==> config.mk <==
export PLATFORM = sky130hd
export DESIGN_NAME = pipelined_adder
export DESIGN_NICKNAME = d
export VERILOG_FILES = /design/src/rtl/pipelined_adder.sv
export SDC_FILE = /design/constraint.sdc
export NUM_CORES = 1
export LEC_CHECK = 0
export ABC_AREA = 1
export CAP_MARGIN = 20
export CORE_ASPECT_RATIO = 0.7
export CORE_MARGIN = 8
export CORE_UTILIZATION = 56
export CTS_BUF_LIST = sky130_fd_sc_hd__clkbuf_8
export DETAILED_ROUTE_END_ITERATION = 8
export PLACE_DENSITY = 0.8
export SLEW_MARGIN = 25
export SYNTH_ARGS = -nofsm -noshare
export SYNTH_HDL_FRONTEND = slang
export SYNTH_SLANG_ARGS = --single-unit
==> constraint.sdc <==
create_clock -name clk -period 4.8 [get_ports clk]
set_input_delay 1.44 -clock clk [delete_from_list [all_inputs] [get_ports clk]]
set_output_delay 1.44 -clock clk [all_outputs]
set_load 0.1 [all_outputs]
==> src/rtl/pipelined_adder.sv <==
// Pipelined ripple-carry add/subtract: CHUNK bits resolved per stage, carry handed stage to stage.
// Handshake: a beat moves on a rising edge where valid && ready; producers hold valid and payload until then.
module pipelined_adder #(
    parameter int WIDTH = 64,
    parameter int CHUNK = 16
) (
    input  logic             clk,
    input  logic             rst_n,
    input  logic             in_valid,
    output logic             in_ready,
    input  logic [WIDTH-1:0] a,
    input  logic [WIDTH-1:0] b,
    input  logic             cin,
    input  logic             op,
    output logic             out_valid,
    input  logic             out_ready,
    output logic [WIDTH-1:0] sum,
    output logic             cout,
    output logic             ovf
);
    localparam int STAGES = WIDTH / CHUNK;

    logic [WIDTH-1:0] a_q [STAGES];
    logic [WIDTH-1:0] b_q [STAGES];
    logic [WIDTH-1:0] s_q [STAGES];
    logic             c_q [STAGES];
    logic             v_q [STAGES];
    logic             ovf_q;

    logic [WIDTH-1:0] a_d [STAGES];
    logic [WIDTH-1:0] b_d [STAGES];
    logic [WIDTH-1:0] s_d [STAGES];
    logic             c_d [STAGES];
    logic             v_d [STAGES];
    logic             ovf_d;

    // Per-stage inputs: stage 0 sees the operands, stage k sees stage k-1's registers.
    logic [WIDTH-1:0] a_src [STAGES];
    logic [WIDTH-1:0] b_src [STAGES];
    logic [WIDTH-1:0] s_src [STAGES];
    logic             c_src [STAGES];
    logic             v_src [STAGES];
    logic [CHUNK:0]   slice [STAGES];

    logic adv;

    // The whole pipeline moves or holds together; only a stalled valid result blocks it.
    assign adv      = !v_q[STAGES-1] || out_ready;
    assign in_ready = adv;

    always_comb begin
        a_src[0] = a;
        b_src[0] = op ? ~b : b;
        c_src[0] = op ? 1'b1 : cin;
        s_src[0] = '0;
        v_src[0] = in_valid;
        for (int k = 1; k < STAGES; k++) begin
            a_src[k] = a_q[k-1];
            b_src[k] = b_q[k-1];
            c_src[k] = c_q[k-1];
            s_src[k] = s_q[k-1];
            v_src[k] = v_q[k-1];
        end
    end

    always_comb begin
        for (int k = 0; k < STAGES; k++) begin
            slice[k] = {1'b0, a_src[k][k*CHUNK +: CHUNK]}
                     + {1'b0, b_src[k][k*CHUNK +: CHUNK]}
                     + {{CHUNK{1'b0}}, c_src[k]};
            a_d[k] = a_src[k];
            b_d[k] = b_src[k];
            s_d[k] = s_src[k];
            s_d[k][k*CHUNK +: CHUNK] = slice[k][CHUNK-1:0];
            c_d[k] = slice[k][CHUNK];
            v_d[k] = v_src[k];
        end
        // Same-sign operands producing an opposite-sign result is exactly carry-in(MSB) ^ carry-out(MSB).
        ovf_d = (a_src[STAGES-1][WIDTH-1] == b_src[STAGES-1][WIDTH-1])
             && (s_d[STAGES-1][WIDTH-1] != a_src[STAGES-1][WIDTH-1]);
    end

    always_ff @(posedge clk or negedge rst_n) begin
        if (!rst_n) begin
            for (int k = 0; k < STAGES; k++) begin
                a_q[k] <= '0;
                b_q[k] <= '0;
                s_q[k] <= '0;
                c_q[k] <= 1'b0;
                v_q[k] <= 1'b0;
            end
            ovf_q <= 1'b0;
        end else if (adv) begin
            for (int k = 0; k < STAGES; k++) begin
                a_q[k] <= a_d[k];
                b_q[k] <= b_d[k];
                s_q[k] <= s_d[k];
                c_q[k] <= c_d[k];
                v_q[k] <= v_d[k];
            end
            ovf_q <= ovf_d;
        end
    end

    assign out_valid = v_q[STAGES-1];
    assign sum       = s_q[STAGES-1];
    assign cout      = c_q[STAGES-1];
    assign ovf       = ovf_q;

endmodule

Word level (Yosys, flattened, before mapping)

Index checks and enable logic that the tools add are counted.

Flip-flop bits (word level): 553
Input port bits: 134
Output and inout port bits: 68
Logic and storage cells: 35

Add/sub/neg operators: 8
Equal/unequal tests: 2
Multiplexer cells: 2
Bitwise gates (word level): 1
Reductions and logical operators: 3

Operator list:

| operator            | number |
|---|---|
| $add A16 B16 Y17    | 4 |
| $add A17 B1 Y17     | 4 |
| $mux W64            | 1 |
| $not A64 Y64        | 1 |
| $eq A1 B1 Y1        | 1 |
| $logic_and A1 B1 Y1 | 1 |
| $logic_not A1 Y1    | 1 |
| $logic_or A1 B1 Y1  | 1 |
| $mux W1             | 1 |
| $ne A1 B1 Y1        | 1 |

Logic depth before layout (Yosys ltp)

Gate-level depths: netlist (run 1).

Depth after elaboration: 4
Gate-level depth with buffers: 14

Worst setup path after synthesis (run 1)

OpenSTA, ideal clock, no wires.

Path kind: input-to-output
From: input port out_ready
To: output port in_ready
Arrival time: 2,170 ps
Required time: 3,360 ps
Slack: 1,190 ps
Stages: 4
Buffers on the path: 2
Cell sequence: nor2_4 inv_2 buf_4 buf_2

Longest elaborated chain between the ends: 1

RTL lines:

| what               | line | source |
|---|---|---|
| start: declaration | 16   | `input logic out_ready,` |
| $logic_or A1 B1 Y1 | 48   | `assign adv = !v_q[STAGES-1] \|\| out_ready;` |
| end: declaration   | 10   | `output logic in_ready,` |

Every way passes these cells.

Worst setup path in the final report (run 1)

Same ends and word-level chain as after synthesis.

==> metrics.md, run 1 <==
| Metric | Value |
|---|---|
| Setup Slack @ Placement | `764 ps` |
| Min Tclk post-route | `3920 ps` |
| Largest stage delay on the critical path | `510 ps` |
| Mapped Area | `17900 sq um` |
| VDD IR max | `0.000581 V` |
| Chip height | `166 microns` |
| # IOs | `202` |
| Most frequent cells after synthesis | `nand2_1, dfrtp_1, inv_1, o21ai_0, nand3_1` |
| Most common cell in the netlist | `nand2_1` |
| Endpoint type of the worst setup path | `primary output` |
| Largest net degree at the start of global routing | `297` |
| Routed Antenna Nets | `0` |
| DRC | `0` |
| Critical R2R Launch | `out_valid` |
| Syn Nets | `2428` |
| Crit Path Category | `primary input to primary output` |
| Ys Warns | `0` |
| Antenna violations before repair | `0` |
| Flop2flop setup slack | `2170 ps` |
| Count of flip-flops with a built-in enable after synthesis | `0` |
| HPWL after DPL | `28.5 mm` |
| Critical Path Start Type | `primary input` |
| Worst Max-Slew Pin Slew | `1090 ps` |
| Cells on worst reg2reg path | `8` |
| Core Area | `31900 sq um` |
| Nets | `2612` |
| Post-CTS Setup Inserts | `0` |
| Fin. max-slew vios | `0` |
| Reg clk slew, reported paths | `60 ps` |
| GRT Util Overall | `21.1%` |
| First-pass GRT wire length | `68.3 mm` |
| Syn avg cell area | `8.06 sq um` |
| Sequential fraction of the synthesis area | `50.3%` |
| Cells along the critical path | `clkdlybuf4s50_1 -> nor2_4 -> inv_8 -> buf_12` |
| Skew-Pair Late Insertion Delay | `600 ps` |
| # rows | `55` |
| DR WL/cell | `14.1 microns` |
| Leak pwr | `11.0 nW` |
| Drt first pass iters | `5` |
| Post-Route Setup TNS | `0 ps` |
| Clk sinks | `361` |
| Most used DFF post-synth | `dfrtp_1` |
| Relative slew slack | `27.2%` |
| Worst reg2reg endpoint | `s_d[34]` |
| TritonCTS clock tree | `yes` |
| Worst Path Buf+Inv | `3` |
| PwrDens | `732 nW/um^2` |
| Largest area contributor in the netlist | `dfrtp_1` |
| Hold buffer count at CTS | `0` |
| CTS Buf Count | `53` |
| Critical Path Sink | `in_ready` |
| Port Buffers | `201` |
| Final count of negative-setup-slack endpoints | `0` |
| Max-Cap Viols | `0` |
| Final Skew | `23.7 ps` |
| Die W | `230 microns` |
| Post-Route WL | `40.7 mm` |
| Final Hold Fails | `0` |
| Slowest CP cell | `clkdlybuf4s50_1` |
| Top-area cell type share of the netlist area | `50.3%` |
| Vias | `14300` |
| Levels on crit path | `4` |
| Share of post-route cells with drive strength above 1 | `4.48%` |
| CP delay by family, top | `buffers and inverters` |
| # H-tree levels | `2` |
| # fillers | `2712` |
| Die area | `38100 sq um` |
| Async SR Flop Fraction | `100%` |
| Main area contributors after synthesis | `dfrtp_1, nand2_1, o21ai_0, inv_1, ha_1` |
| Vias in the first global route | `13900` |
| Cell variety after synth | `26` |
| Crit path DAT | `2480 ps` |
| RSZ-0062 raised after global routing | `false` |
| Worst endpoint required time | `3360 ps` |
| Vias per inst | `4.97` |
| Drt initial violations | `1239` |
| ANT cells | `0` |
| Outcome | `finished, final reports clean` |
| CP startpoint | `out_ready` |
| Global route overflow | `0` |
| Achievable clock frequency | `255 MHz` |
| Area Overhead vs Synth | `18.2%` |
| Mapped Cells | `2226` |
| Worst min path class | `flop to flop` |
| Max Fanout on Critical Path | `54` |
| #FFs+latches synth | `361` |
| Cts repair resizes | `0` |
| CTS root buffer | `clkbuf_8` |
| Period utilization | `81.6%` |
| Initial Utilization | `56.2%` |
| Placer Congestion | `0.907` |
| CTS max path bufs | `3` |
| Final worst slack | `882 ps` |
-- cell usage in the layout, fill, tap and decap left out, drive strengths merged, types with 9 or more instances in the layout --
| master | Yosys | layout |
|---|---|---|
| a21oi | 38 | 38 |
| buf | 68 | 18 |
| clkbuf | 18 | 70 |
| clkdlybuf4s50 | 0 | 197 |
| dfrtp | 361 | 361 |
| ha | 60 | 60 |
| inv | 217 | 238 |
| nand2 | 1005 | 1005 |
| nand3 | 93 | 93 |
| nand4 | 9 | 9 |
| nor2 | 60 | 60 |
| o21ai | 186 | 186 |
| xnor2 | 65 | 65 |
| xor2 | 16 | 16 |
-- registers in the layout (all words and copies together) (netlist names) --
register and count:
a_d 96, b_d 96, c_q 3, cout 1, out_valid 1, ovf 1, s_d 96, sum 64
v_d 3
-- report_power, final --
part / internal, mW / switching [mW] / total, mW
Combinational: 2.32 / 5.48 / 7.80
Clock: 1.41 / 1.17 / 2.57
Sequential: 4.40 / 0.754 / 5.16
Total: 8.13 / 7.40 / 15.5
-- how the worst min path moves through the flow --
stage / depth (start not counted) / slack [ps] / to / startpoint
after CTS: 2 / 460 / b_d[96] / b_d[160]
final: 2 / 460 / b_d[96] / b_d[160]
after global routing: 2 / 480 / b_d[107] / b_d[171]
after global placement: 2 / 440 / out_valid / v_d[0]
after detailed placement: 2 / 440 / out_valid / v_d[0]
after floorplan: 2 / 420 / out_valid / v_d[0]
-- kinds of logic (layout without fill, tap and decap cells) --
| logic type | after synthesis | after routing | share of synthesized area, % |
|---|---|---|---|
| compound gates | 224 | 224 | 6.25 |
| simple gates | 1189 | 1189 | 26.2 |
| fa+ha+maj | 68 | 68 | 5.08 |
| buf+inv | 303 | 530 | 8.12 |
| xor+xnor | 81 | 81 | 3.95 |
| flops | 361 | 361 | 50.3 |
-- tightest hold or removal path: cells and delay by family, from the launching register on --
| family | cells | cell delay (ps) |
|---|---|---|
| simple gates | 2 | 110 |
| flops | 1 | 340 |
-- final cells by class --
class | instances | area (sq um) | area share [%]
Inverter | 217 | 822 | 3.88
Timing Repair Buffer | 215 | 2240 | 10.6
Sequential cell | 361 | 9030 | 42.6
Clock inverter | 28 | 166 | 0.785
Multi-Input combinational cell | 1562 | 7450 | 35.1
Clock buffer | 70 | 963 | 4.54
Tap cell | 427 | 534 | 2.52
-- per-stage QoR --
| stage | total power, mW | instance area, sq um | std cells | hold slack (ps) | util, % |
|---|---|---|---|---|---|
| 4_1_cts | 15.6 | 21200 | 2878 | 464 | 66.3 |
| 2_1_floorplan | 11.0 | 17900 | 2226 | 420 | - |
| 6_report | 15.5 | 21200 | 2880 | 459 | 66.4 |
| 3_3_place_gp | 12.8 | 20000 | 2780 | 436 | 62.7 |
| 5_1_grt | 16.7 | 21200 | 2880 | 479 | 66.4 |
| 3_5_place_dp | 13.0 | 20000 | 2780 | 443 | 62.7 |
-- metal layers --
layer  track usage, %  wire [microns]
met1             29.6           19100
met2             33.3           18800
met3             3.89            1970
met4             5.88             855
met5                0               0
No activity file was read; power rests on OpenSTA's default activity.
==> run 2: changes to the inputs <==
Settings changed: CORE_UTILIZATION 56 to 53, PLACE_DENSITY 0.8 to 0.79.
Clock period 4.8 ns to 3.5 ns, I/O delays scaled along.
==> run 2 against run 1 <==
Compared with the run above:
- core utilization shrank 3.5 points
- global-route usage shrank 0.45 points
- clock-buffer cell count grew 1
- sequential power grew 37%
- via count shrank 0.89%
- combinational power grew 36%
- register-to-register slack lost 980 ps
- die area grew 5.2%
- routed wire length grew 1.7%
- non-clock buffer count grew 2
- total power grew 36%
- largest cell class unchanged
- largest power group unchanged
==> metrics.md, run 2 (synthesis results as in run 1) <==
| Metric | Value |
|---|---|
| Outcome | `finished, final reports clean (unchanged)` |
| Period utilization | `88.2%` |
| Nets | `2615 (was 2612)` |
| Design Area, Final | `21000 sq um (was 21200 sq um)` |
| Antenna violations before repair | `1 (was 0)` |
| Routed Antenna Nets | `0 (unchanged)` |
| Max Fanout on Critical Path | `4 (was 54)` |
| Leak pwr | `11.1 nW (was 11.0 nW)` |
| Relative slew slack | `45.9% (was 27.2%)` |
| Endpoint type of the worst setup path | `primary output (unchanged)` |
| Post-Route WL | `41.4 mm (was 40.7 mm)` |
| Final Hold Fails | `0 (unchanged)` |
| Post-CTS Setup Inserts | `0 (unchanged)` |
| Cells on worst reg2reg path | `9 (was 8)` |
| Crit path DAT | `2040 ps (was 2480 ps)` |
| # H-tree levels | `2 (unchanged)` |
| Largest net degree at the start of global routing | `207 (was 297)` |
| Vias per inst | `4.92 (was 4.97)` |
| Achievable clock frequency | `324 MHz` |
| Clk sinks | `361 (unchanged)` |
| CP startpoint | `out_ready (unchanged)` |
| Placed Instances | `2792 (was 2780)` |
| Max-Cap Viols | `0 (unchanged)` |
| Setup Slack @ Placement | `242 ps (was 764 ps)` |
| Skew-Pair Late Insertion Delay | `600 ps (about the same)` |
| Worst Max-Slew Pin Slew | `812 ps (was 1090 ps)` |
| Global route overflow | `0 (unchanged)` |
| Drt first pass iters | `5 (unchanged)` |
| PwrDens | `1000 nW/um^2 (was 732 nW/um^2)` |
| RSZ-0062 raised after global routing | `false (unchanged)` |
| CTS max path bufs | `3 (unchanged)` |
| VDD IR max | `0.000688 V (was 0.000581 V)` |
| Cts repair resizes | `0 (unchanged)` |
| Commonest non-fill, non-tap cell in the layout | `nand2_1 (unchanged)` |
| First-pass GRT wire length | `69.0 mm (was 68.3 mm)` |
| # rows | `56 (was 55)` |
| Vias in the first global route | `13700 (was 13900)` |
| Final Skew | `21.4 ps (was 23.7 ps)` |
| Util after Layout | `62.9% (was 66.4%)` |
| Most frequent cells in the layout | `nand2_1, dfrtp_1, inv_1 (unchanged)` |
| Hold Slack | `450 ps (was 459 ps)` |
| Reg clk slew, reported paths | `60 ps (about the same)` |
| Area Overhead vs Synth | `17.2% (was 18.2%)` |
| CTS Buf Count | `54 (was 53)` |
| # IOs | `202 (unchanged)` |
| Critical Path Start Type | `primary input (unchanged)` |
| Vias | `14200 (was 14300)` |
| Initial Utilization | `53.7% (was 56.2%)` |
| Placer Congestion | `0.879 (was 0.907)` |
| Dpl cell area | `19900 sq um (was 20000 sq um)` |
| Crit Path Category | `primary input to primary output (unchanged)` |
| Core Area | `33400 sq um (was 31900 sq um)` |
| Die area | `40100 sq um (was 38100 sq um)` |
| DRC | `0 (unchanged)` |
| HPWL after DPL | `29.4 mm (was 28.5 mm)` |
| Critical R2R Launch | `c_q[1] (was out_valid)` |
| Min Tclk post-route | `3090 ps` |
| TritonCTS clock tree | `yes (unchanged)` |
| Final Total Pwr | `21.1 mW (was 15.5 mW)` |
| Hold buffer count at CTS | `0 (unchanged)` |
| Final worst slack | `415 ps (was 882 ps)` |
| DR WL/cell | `14.3 microns (was 14.1 microns)` |
| Die W | `236 microns (was 230 microns)` |
| Share of post-route cells with drive strength above 1 | `7.10% (was 4.48%)` |
| Chip height | `170 microns (was 166 microns)` |
| Fin. max-slew vios | `0 (unchanged)` |
| Worst endpoint required time | `2450 ps (was 3360 ps)` |
| Port Buffers | `201 (unchanged)` |
| CTS root buffer | `clkbuf_8 (unchanged)` |
| Drt initial violations | `962 (was 1239)` |
| Post-Route Setup TNS | `0 ps (unchanged)` |
| Final cell count without fillers | `2886 (was 2880)` |
| GRT Util Overall | `20.6% (was 21.1%)` |
| Final count of negative-setup-slack endpoints | `0 (unchanged)` |
| Worst min path class | `primary input to async pin (was flop to flop)` |
==> run 2: cell count changes in the layout (fill, tap and decap cells not counted), sizes merged <==
cell and change:
buf +68, inv -1, clkinvlp -1, clkinv -3, clkdlybuf4s50 -66, bufinv -1
diode +1, clkbuf +1
==> run 2: critical path, stage by stage <==
cell and delay, ps:
clkdlybuf4s50_1 440, nor2_4 290, inv_8 80, buf_12 170
==> run 2: power by group <==
| part | switching, mW | internal, mW | leakage [nW] |
|---|---|---|---|
| combinational | 7.53 | 3.06 | 6.07 |
| clock | 1.57 | 1.86 | 0.635 |
| sequential | 1.03 | 6.04 | 4.36 |
| total | 10.1 | 11.0 | 11.1 |
==> run 2: metal layers <==
metal,track usage [%],up-vias,share of wire [%]
met4,6.31,0,2.6
met1,29.9,6603,49
met3,3.54,69,4.4
li1,-,7241,-
met5,0,-,0
met2,31.6,274,44
==> run 2: path summary, 6_finish.rpt <==
kind                             to  slack [ps]
max                        in_ready         410
min                          s_d[3]         450
max reg2reg                 sum[60]        1190
min reg2reg                 a_d[97]         450
max in group asynchronous  a_d[168]        2240
min in group clk            a_d[97]         450
==> run 2: cell type report <==
| type | count | area [sq um] |
|---|---|---|
| Fill cell | 2899 | 12400 |
| Antenna cell | 1 | 2.50 |
| Timing Repair Buffer | 217 | 2090 |
| Clock buffer | 71 | 977 |
| Tap cell | 435 | 544 |
| Clock inverter | 22 | 110 |
| Sequential cell | 361 | 9030 |
| Inverter | 217 | 822 |
| Multi-Input combinational cell | 1562 | 7450 |
==> run 3: changes to the inputs <==
Settings changed: RECOVER_POWER set to 100.
==> run 3 against run 2 <==
Compared with the run above:
- the flow now finishes with violations (max-capacitance violations, max-slew violations)
- global-route usage stayed put
- routed wire length hardly changed
- sequential share of layout area is 0.70 points higher
- non-clock buffer count stayed put
- fmax is 4.6% lower
- via count is 0.11% higher
- clock power hardly changed
- die area stayed put
- total power is 1.7% lower
- worst hold slack better by 4.2 ps
- setup slack worse by 150 ps
- clock skew is 2.1 ps lower
- critical endpoint unchanged
- largest power group unchanged
==> metrics.md, run 3 (synthesis results as in run 1) <==
| Metric | Value |
|---|---|
| Outcome | `finished, violations left (was finished, final reports clean)` |
| Failing checks | `max-capacitance violations, max-slew violations` |
| TritonCTS clock tree | `yes (unchanged)` |
| Most frequent cells in the layout | `nand2_1, dfrtp_1, inv_1 (unchanged)` |
| Crit Path Category | `primary input to primary output (unchanged)` |
| Final count of negative-setup-slack endpoints | `0 (unchanged)` |
| Routed Antenna Nets | `0 (unchanged)` |
| Vias | `14200 (about the same)` |
| Post-Route WL | `41.4 mm (about the same)` |
| Post-Route Setup TNS | `0 ps (unchanged)` |
| Final cell count without fillers | `2886 (unchanged)` |
| Die area | `40100 sq um (unchanged)` |
| Final Hold Fails | `0 (unchanged)` |
| Chip height | `170 microns (unchanged)` |
| Period utilization | `92.4% (was 88.2%)` |
| Min Tclk post-route | `3240 ps (was 3090 ps)` |
| Port Buffers | `201 (unchanged)` |
| Nets | `2615 (unchanged)` |
| Commonest non-fill, non-tap cell in the layout | `nand2_1 (unchanged)` |
| First-pass GRT wire length | `69.0 mm (unchanged)` |
| DRC | `0 (unchanged)` |
| Setup Slack @ Placement | `242 ps (unchanged)` |
| Final Skew | `19.3 ps (was 21.4 ps)` |
| Leak pwr | `10.8 nW (was 11.1 nW)` |
| Clk sinks | `361 (unchanged)` |
| Final Total Pwr | `20.7 mW (was 21.1 mW)` |
| Critical Path Start Type | `primary input (unchanged)` |
| Antenna violations before repair | `1 (unchanged)` |
| Worst min path class | `flop to flop (was primary input to async pin)` |
| Largest net degree at the start of global routing | `207 (unchanged)` |
| Max Fanout on Critical Path | `4 (unchanged)` |
| Worst Max-Slew Pin Slew | `2250 ps (was 812 ps)` |
| Vias per inst | `4.92 (about the same)` |
| WHS Path Cells | `2` |
| Relative slew slack | `-50.1% (was 45.9%)` |
| Fin. max-slew vios | `396 (was 0)` |
| Share of post-route cells with drive strength above 1 | `4.24% (was 7.10%)` |
| Hold buffer count at CTS | `0 (unchanged)` |
| Worst endpoint required time | `2450 ps (about the same)` |
| Drt first pass iters | `5 (unchanged)` |
| Endpoint type of the worst setup path | `primary output (unchanged)` |
| Cells on worst reg2reg path | `6 (was 9)` |
| Initial Utilization | `53.7% (unchanged)` |
| DR WL/cell | `14.4 microns (was 14.3 microns)` |
| Vias in the first global route | `13700 (unchanged)` |
| CTS root buffer | `clkbuf_8 (unchanged)` |
| Reg clk slew, reported paths | `60 ps (about the same)` |
| Cts repair resizes | `0 (unchanged)` |
| Drt initial violations | `993 (was 962)` |
| Placed Instances | `2792 (unchanged)` |
| Placer Congestion | `0.879 (unchanged)` |
| Skew-Pair Late Insertion Delay | `600 ps (about the same)` |
| Max-Cap Viols | `2 (was 0)` |
| Area Overhead vs Synth | `15.3% (was 17.2%)` |
| Post-CTS Setup Inserts | `0 (unchanged)` |
| # IOs | `202 (unchanged)` |
| Global route overflow | `0 (unchanged)` |
| PwrDens | `1000 nW/um^2 (about the same)` |
| Core Area | `33400 sq um (unchanged)` |
| Achievable clock frequency | `309 MHz (was 324 MHz)` |
| # H-tree levels | `2 (unchanged)` |
| CTS max path bufs | `3 (unchanged)` |
| HPWL after DPL | `29.4 mm (unchanged)` |
| Crit path DAT | `2190 ps (was 2040 ps)` |
| RSZ-0062 raised after global routing | `false (unchanged)` |
| CTS Buf Count | `54 (unchanged)` |
| Die W | `236 microns (unchanged)` |
| # rows | `56 (unchanged)` |
| GRT Util Overall | `20.6% (unchanged)` |
| VDD IR max | `0.000646 V (was 0.000688 V)` |
| Final worst slack | `265 ps (was 415 ps)` |
## run 3: cell types whose count changed in the layout (fill, tap and decap cells not counted)
| cell | previous run | this run |
|---|---|---|
| clkbuf_2 | 0 | 3 |
| o21ai_0 | 171 | 185 |
| buf_12 | 10 | 5 |
| dlygate4sd3_1 | 0 | 1 |
| buf_6 | 0 | 1 |
| buf_8 | 1 | 0 |
| o21ai_1 | 15 | 1 |
| clkbuf_1 | 0 | 70 |
| buf_4 | 75 | 3 |
| clkbuf_4 | 0 | 4 |
| clkdlybuf4s50_1 | 131 | 130 |
## run 3: worst paths after layout
kind | from | to | slack, ps
max | out_ready | in_ready | 260
min | v_d[0] | out_valid | 450
max reg2reg | out_valid | sum[61] | 1080
min reg2reg | v_d[0] | out_valid | 450
max in group asynchronous | rst_n | sum[37] | 750
min in group asynchronous | rst_n | sum[5] | 1100
## run 3: metal layers
metal | wire [microns] | GRT usage (%)
met5 | 0 | 0
met4 | 1120 | 6.31
met3 | 1650 | 3.54
met2 | 18200 | 31.6
met1 | 20500 | 29.9
## run 3: per-stage QoR
step	instance area, sq um	hold WS (ps)	utilization [%]
floorplan	17900	420	-
global placement	19900	437	59.7
finish	20700	454	61.9
global route	20700	487	61.9
detailed placement	19900	436	59.7
CTS	21000	451	62.9
## run 3: layout make-up
class                   instances  area [sq um]
diodes                          1          2.50
repair buffers                217          1750
flip-flops and latches        361          9030
clock inverters                22           110
well taps                     435           544
multi-input cells            1562          7450
inverters                     217           822
fillers                      2975         12700
clock buffers                  71           977
## run 3: power by group
part,internal [mW],total [mW],switching [mW]
logic,2.72,10.2,7.51
clock network,1.86,3.44,1.57
registers,6.04,7.07,1.02
## run 3: critical path, cell delays in order
cell and delay (ps):
dlygate4sd3_1 570, nor2_4 230, inv_8 50, clkbuf_4 280
